==> src/rtl/pipereg_hs_pkg.sv <==
// Shared constants for the handshaked pipeline-stage register and its users.
package pipereg_hs_pkg;

    localparam int WORD_WIDTH   = 32;
    localparam int REGFILE_BITS = 5;

    // Stage FSM encodings
    localparam logic [1:0] PHS_EMPTY = 2'd0;
    localparam logic [1:0] PHS_FULL  = 2'd1;
    localparam logic [1:0] PHS_SKID  = 2'd2;

    typedef enum logic [1:0] {
        ST_EMPTY = PHS_EMPTY,
        ST_FULL  = PHS_FULL,
        ST_SKID  = PHS_SKID
    } phs_state_t;

    // Default packed payload / control widths per pipeline boundary
    // IF/ID  : pc4, instr
    localparam int IF_ID_DATA_W   = 2 * WORD_WIDTH;
    localparam int IF_ID_CTRL_W   = 1;
    // ID/EXE : pc4, rs1 data, rs2 data, imm, rd
    localparam int ID_EXE_DATA_W  = 4 * WORD_WIDTH + REGFILE_BITS;
    localparam int ID_EXE_CTRL_W  = 12;
    // EXE/MEM: pc4, alu out, store data, rd
    localparam int EXE_MEM_DATA_W = 3 * WORD_WIDTH + REGFILE_BITS;
    localparam int EXE_MEM_CTRL_W = 8;
    // MEM/WB : pc4, alu out, load data, rd
    localparam int MEM_WB_DATA_W  = 3 * WORD_WIDTH + REGFILE_BITS;
    localparam int MEM_WB_CTRL_W  = 4;

    // True when the state holds at least one entry in the main slot
    function automatic logic phs_holds_entry(input phs_state_t s);
        return (s != ST_EMPTY);
    endfunction

endpackage

==> src/rtl/pipereg_hs_slot.sv <==
// One payload+control storage slot with load enable and async clear.
module pipereg_hs_slot
#(
    parameter int DATA_W = 32,
    parameter int CTRL_W = 12
)
(
    input  logic              clk,
    input  logic              rst,
    input  logic              load,
    input  logic [DATA_W-1:0] in_data,
    input  logic [CTRL_W-1:0] in_ctrl,
    output logic [DATA_W-1:0] out_data,
    output logic [CTRL_W-1:0] out_ctrl
);

    // Capture the incoming entry when loaded; cleared on reset
    always_ff @(posedge clk or posedge rst) begin
        if (rst) begin
            out_data <= '0;
            out_ctrl <= '0;
        end else if (load) begin
            out_data <= in_data;
            out_ctrl <= in_ctrl;
        end
    end

endmodule

==> src/rtl/pipereg_hs.sv <==
// Handshaked pipeline-stage register with optional 2-entry skid buffer,
// flush, bubble control-zeroing and a saturating stall counter.
//
// state | meaning
// ------+---------------------------------------------------------------
// EMPTY | no entry held; out_valid=0, in_ready=1
// FULL  | main slot holds an entry; in_ready=1
// SKID  | main and skid slots both hold entries; in_ready=0
module pipereg_hs
#(
    parameter int DATA_W  = 32,
    parameter int CTRL_W  = 12,
    parameter int SKID_EN = 1,
    parameter int CNT_W   = 16
)
(
    input  logic              clk,
    input  logic              rst,
    input  logic              flush,
    input  logic              in_valid,
    output logic              in_ready,
    input  logic [DATA_W-1:0] in_data,
    input  logic [CTRL_W-1:0] in_ctrl,
    output logic              out_valid,
    input  logic              out_ready,
    output logic [DATA_W-1:0] out_data,
    output logic [CTRL_W-1:0] out_ctrl,
    output logic [CNT_W-1:0]  stall_cnt,
    input  logic              clr_cnt
);

    import pipereg_hs_pkg::*;

    localparam logic [CNT_W-1:0] CNT_MAX = '1;

    phs_state_t        state_q;
    phs_state_t        state_d;
    logic              acc;
    logic              take;
    logic              main_load;
    logic              main_from_skid;
    logic              skid_load;
    logic              in_ready_q;
    logic [DATA_W-1:0] main_d_data;
    logic [CTRL_W-1:0] main_d_ctrl;
    logic [DATA_W-1:0] main_q_data;
    logic [CTRL_W-1:0] main_q_ctrl;
    logic [DATA_W-1:0] skid_q_data;
    logic [CTRL_W-1:0] skid_q_ctrl;

    assign acc  = in_valid && in_ready;
    assign take = out_valid && out_ready;

    assign out_valid = phs_holds_entry(state_q);
    assign out_data  = main_q_data;
    // Bubbles never carry live control bits downstream
    assign out_ctrl  = out_valid ? main_q_ctrl : '0;

    // Refill from skid when draining it, otherwise from upstream
    assign main_d_data = main_from_skid ? skid_q_data : in_data;
    assign main_d_ctrl = main_from_skid ? skid_q_ctrl : in_ctrl;

    pipereg_hs_slot #(
        .DATA_W (DATA_W),
        .CTRL_W (CTRL_W)
    ) u_main (
        .clk      (clk),
        .rst      (rst),
        .load     (main_load),
        .in_data  (main_d_data),
        .in_ctrl  (main_d_ctrl),
        .out_data (main_q_data),
        .out_ctrl (main_q_ctrl)
    );

    generate
        if (SKID_EN != 0) begin : g_skid
            pipereg_hs_slot #(
                .DATA_W (DATA_W),
                .CTRL_W (CTRL_W)
            ) u_skid (
                .clk      (clk),
                .rst      (rst),
                .load     (skid_load),
                .in_data  (in_data),
                .in_ctrl  (in_ctrl),
                .out_data (skid_q_data),
                .out_ctrl (skid_q_ctrl)
            );
            // Registered ready keeps backpressure off any combinational path
            assign in_ready = in_ready_q;
        end else begin : g_noskid
            logic [1:0] noskid_unused;
            assign skid_q_data   = '0;
            assign skid_q_ctrl   = '0;
            assign noskid_unused = {skid_load, in_ready_q};
            // Single entry: pass-through ready so a full stage can stream
            assign in_ready = !out_valid || out_ready;
        end
    endgenerate

    // Next-state and slot-load decode; flush overrides any handshake
    always_comb begin
        state_d        = state_q;
        main_load      = 1'b0;
        main_from_skid = 1'b0;
        skid_load      = 1'b0;
        if (flush) begin
            state_d = ST_EMPTY;
        end else begin
            case (state_q)
                ST_EMPTY: begin
                    if (acc) begin
                        state_d   = ST_FULL;
                        main_load = 1'b1;
                    end
                end
                ST_FULL: begin
                    if (acc && take) begin
                        main_load = 1'b1;
                    end else if (acc) begin
                        // Without skid, acc in FULL always coincides with take
                        if (SKID_EN != 0) begin
                            state_d   = ST_SKID;
                            skid_load = 1'b1;
                        end
                    end else if (take) begin
                        state_d = ST_EMPTY;
                    end
                end
                ST_SKID: begin
                    if (take) begin
                        state_d        = ST_FULL;
                        main_load      = 1'b1;
                        main_from_skid = 1'b1;
                    end
                end
                default: begin
                    state_d = ST_EMPTY;
                end
            endcase
        end
    end

    // State register
    always_ff @(posedge clk or posedge rst) begin
        if (rst) begin
            state_q <= ST_EMPTY;
        end else begin
            state_q <= state_d;
        end
    end

    // Ready flop: low only while both slots are occupied
    always_ff @(posedge clk or posedge rst) begin
        if (rst) begin
            in_ready_q <= 1'b1;
        end else begin
            in_ready_q <= (state_d != ST_SKID);
        end
    end

    // Saturating stall counter; clear wins over increment, flush leaves it alone
    always_ff @(posedge clk or posedge rst) begin
        if (rst) begin
            stall_cnt <= '0;
        end else if (clr_cnt) begin
            stall_cnt <= '0;
        end else if (out_valid && !out_ready && (stall_cnt != CNT_MAX)) begin
            stall_cnt <= stall_cnt + CNT_W'(1);
        end
    end

endmodule

==> config.mk <==
export PLATFORM = sky130hd
export DESIGN_NAME = pipereg_hs
export DESIGN_NICKNAME = d
export VERILOG_FILES = /design/src/rtl/pipereg_hs_pkg.sv /design/src/rtl/pipereg_hs_slot.sv /design/src/rtl/pipereg_hs.sv
export SDC_FILE = /design/constraint.sdc
export NUM_CORES = 1
export LEC_CHECK = 0
export ABC_AREA = 1
export BUFFER_PORTS_ARGS = -buffer_cell sky130_fd_sc_hd__buf_2
export CAP_MARGIN = 5
export CORE_ASPECT_RATIO = 0.5
export CORE_MARGIN = 2
export CORE_UTILIZATION = 54
export DETAILED_ROUTE_END_ITERATION = 16
export PLACE_DENSITY = 0.91
export SLEW_MARGIN = 20
export SYNTH_ARGS = -nofsm -noshare
export SYNTH_HDL_FRONTEND = slang
export SYNTH_SLANG_ARGS = --single-unit
export TNS_END_PERCENT = 50
==> constraint.sdc <==
create_clock -name clk -period 4.3 [get_ports clk]
set_input_delay 0.645 -clock clk [delete_from_list [all_inputs] [get_ports clk]]
set_output_delay 0.645 -clock clk [all_outputs]
set_load 0.02 [all_outputs]
==> impl_results.md <==
- Post-synth EDFFs: 0
- Post-CTS sizing: 0
- Crit path largest cell delay: 0.59 ns
- Die width: 141 µm
- Crit-path max FO: 68
- Num CTS Buffers: 9
- Logic pwr share: 0.214
- Cell row count: 24
- Sequential fraction of the synthesis area: 0.530
- Place WS: 1.77 ns
- RSZ-0062 raised after global routing: no
- Placed Area: 5630 µm²
- Die Area: 10200 µm²
- FFs w/ async S/R, synth: 1.00
- Via/cell ratio: 5.13
- CTS tree: done
- Root buffer selected by CTS: clkbuf_16
- Final Net Count: 791
- Final setup fails: 0
- All-Layer GR Usage: 0.236
- Setup tns final: 0 ns
- Pre-antenna DRT Iters: 5
- Top FF cell, synth: dfrtp_1
- Antenna-violating nets left: 0
- Io pins: 112
- # Max-Cap Violations: 0
- H-tree levels: 3
- Sink Count: 107
- FF+latch count, synth: 107
- Largest net degree at the start of global routing: 87
- Reg clk slew, reported paths: 0.06 ns
- Psw: 829 µW
- Min Hold Slack: 0.422 ns
- Post-route cell area: 5910 µm²
- Post-route clock period utilization: 0.512
- Post-synthesis cell area: 5050 µm²
- Critical path's slowest cell: nand4_1
- CP endpoint kind: flip-flop
- CP Class: primary input to flip-flop
- Die Ht: 72.4 µm
- Maximum clock rate: 0.454 GHz
- # hold bufs at CTS: 0
- Worst-case clock buffer depth: 2
- Syn_area_per_cell: 7.83 µm²
- Antenna violations before repair: 0
- Critical Path Start Type: primary input
- Pwr Density: 448 nW/µm²
- CP arrival: 2.40 ns
- Sw Ratio: 0.313
- Area delta synth->final: 16.9%
- Seq pwr share: 0.495
- Crit-path cells: buf_2, inv_1, nand4_1, buf_4, o21ai_0, o21ai_1
- Max IR drop VDD: 0.225 mV
- Yosys warns: 0
- DRC: 0
- Critical Path RT: 4.50 ns
- First-pass GRT wire length: 19.0 mm
- Ratio of cells with drive above 1 in the final layout: 0.196
- HPWL after detailed placement: 7.75 mm
- Final Routed Wirelength: 11.5 mm
- Synth cell types: 26
- Multi-input gate area: 1930 µm²
- Slew HR: 0.473
- Worst-Skew Late Latency: 0.35 ns
- # diodes: 0
- Initial core utilization: 0.568
- Clock share of power: 0.290
- Top cell type's share of synthesized area: 0.525
- Number of cells on the worst reg-to-reg path: 5
- Post-Synthesis Cells: 645
- Setup Fix Bufs, Post-CTS: 0
- Clock skew: 0.00724 ns
- Number of global-route vias before repair: 4191
- P_int: 1820 µW
- Area leader, netlist: dfrtp_1
- RePlAce Congestion: 0.853
- Min Tclk post-route: 2.20 ns
- Syn_nets: 696
- FF-to-FF Start: state_q[0]
- Status: complete, no violations
- Hold Crit Class: primary input to asynchronous set/reset pin
- Via count: 4421
- Cell family with most CP delay: buffers and inverters
- Final Hold Fails: 0
- Post-layout util: 0.665
- Slew Viols, Final: 0
- Leak: 0.00331 µW
- Congestion Overflow GR: 0
- Fill cells: 687
- Top cells by area, synth: dfrtp_1 (53%), nand2_1 (15%), o21ai_0 (6.7%), inv_1 (5.3%), nor2_1 (5.0%)
- Least-Margin Pin Slew: 0.790 ns
- I/O Buffers: 111
- Worst R2R Setup Slack: 2.12 ns
- Final WS setup: 2.10 ns
- FF-to-FF End: u_main.out_data[2]
- WP buf/inv: 3
- Routed length per instance: 13.3 µm
- FF+latch area: 2680 µm²
- Core area: 8890 µm²
- Initial DRC count: 442
-- cell usage after synthesis (all sizes together) (3+ instances only) --
cell type	number
xor2	5
nand3	10
nand2	205
o21ai	77
buf	16
o21bai	3
nor2	73
nand4	16
clkbuf	15
inv	76
a21oi	36
dfrtp	106
-- through the flow --
stage / cells / total power, µW
floorplan: 645 / 1700
global placement: 846 / 1860
detailed placement: 846 / 1900
CTS: 861 / 2670
global route: 861 / 2800
finish: 861 / 2650
-- power groups by stage --
stage	Clock (µW)	Sequential, µW	Combinational [µW]
2_1_floorplan	0	1390	303
3_3_place_gp	0	1320	540
3_5_place_dp	0	1330	568
4_1_cts	783	1310	572
5_1_grt	824	1330	643
6_report	768	1310	567
-- worst max-delay path by stage --
stage                           from                   endpoint  slack (ns)  cells past startpoint
after floorplan                  rst  g_skid.u_skid.out_ctrl[0]        0.84                      1
after global placement         flush         u_main.out_ctrl[1]        1.89                      8
after detailed placement       flush         u_main.out_ctrl[8]        1.77                      8
after CTS                 state_q[1]                out_ctrl[4]        2.11                      3
after global routing      state_q[0]         u_main.out_ctrl[1]        1.93                      7
final                          flush         u_main.out_data[2]        2.10                      6
-- cell families after synthesis --
family | Yosys count | share of synthesized area
AO/OA/AOI/OAI | 117 | 0.118
adder cells (fa/ha/maj) | 1 | 0.00248
AND/OR/NAND/NOR | 308 | 0.252
flip-flops | 107 | 0.530
XOR/XNOR | 5 | 0.00867
buffers and inverters | 107 | 0.0889
-- sequential cells by signal, indices dropped and copies added, names as in the netlist --
name                    flops
u_main.out_data            32
in_ready                    1
u_main.out_ctrl            12
g_skid.u_skid.out_data     32
stall_cnt                  16
state_q                     2
g_skid.u_skid.out_ctrl     12
-- cell type report --
type / instances / area share
tap: 117 / 0.0248
timing repair buffer: 115 / 0.0991
clock inverter: 5 / 0.00635
multi-input combinational: 431 / 0.327
inverter: 76 / 0.0491
clock buffer: 10 / 0.0404
sequential: 107 / 0.453
-- worst reg2reg max path: stages, from the launching register on --
cell and delay (ns):
dfrtp_1 0.41, inv_1 0.09, nand4_1 0.57, buf_4 0.57
o21ai_0 0.30, o21ai_1 0.10
-- routing by layer --
metal / vias to the layer above / global-route usage / routed length, µm
met5: - / 0 / 0
met4: 0 / 0.0956 / 336
met3: 29 / 0.0686 / 734
met2: 139 / 0.407 / 5630
met1: 2050 / 0.286 / 4750
li1: 2203 / - / -
-- cells in the final DEF, fill, tap and decap left out --
cell,n
inv_1,71
nand2_1,204
nor3_4,1
nor2_4,5
or2_2,1
dfrtp_1,106
clkinv_4,1
dfstp_2,1
buf_4,4
buf_2,111
clkbuf_8,1
nor2_1,67
nand3b_1,2
xor2_1,5
nand4_1,16
o21bai_1,3
nand3_1,9
o21ai_1,9
o211ai_1,1
clkinvlp_4,2
inv_2,4
nand3_2,1
a21oi_1,36
nand2_2,1
ha_1,1
o21ai_0,68
inv_6,2
clkinv_2,1
clkbuf_16,9
nor2_2,1
Note: power is estimated with default switching activity, not from simulation.
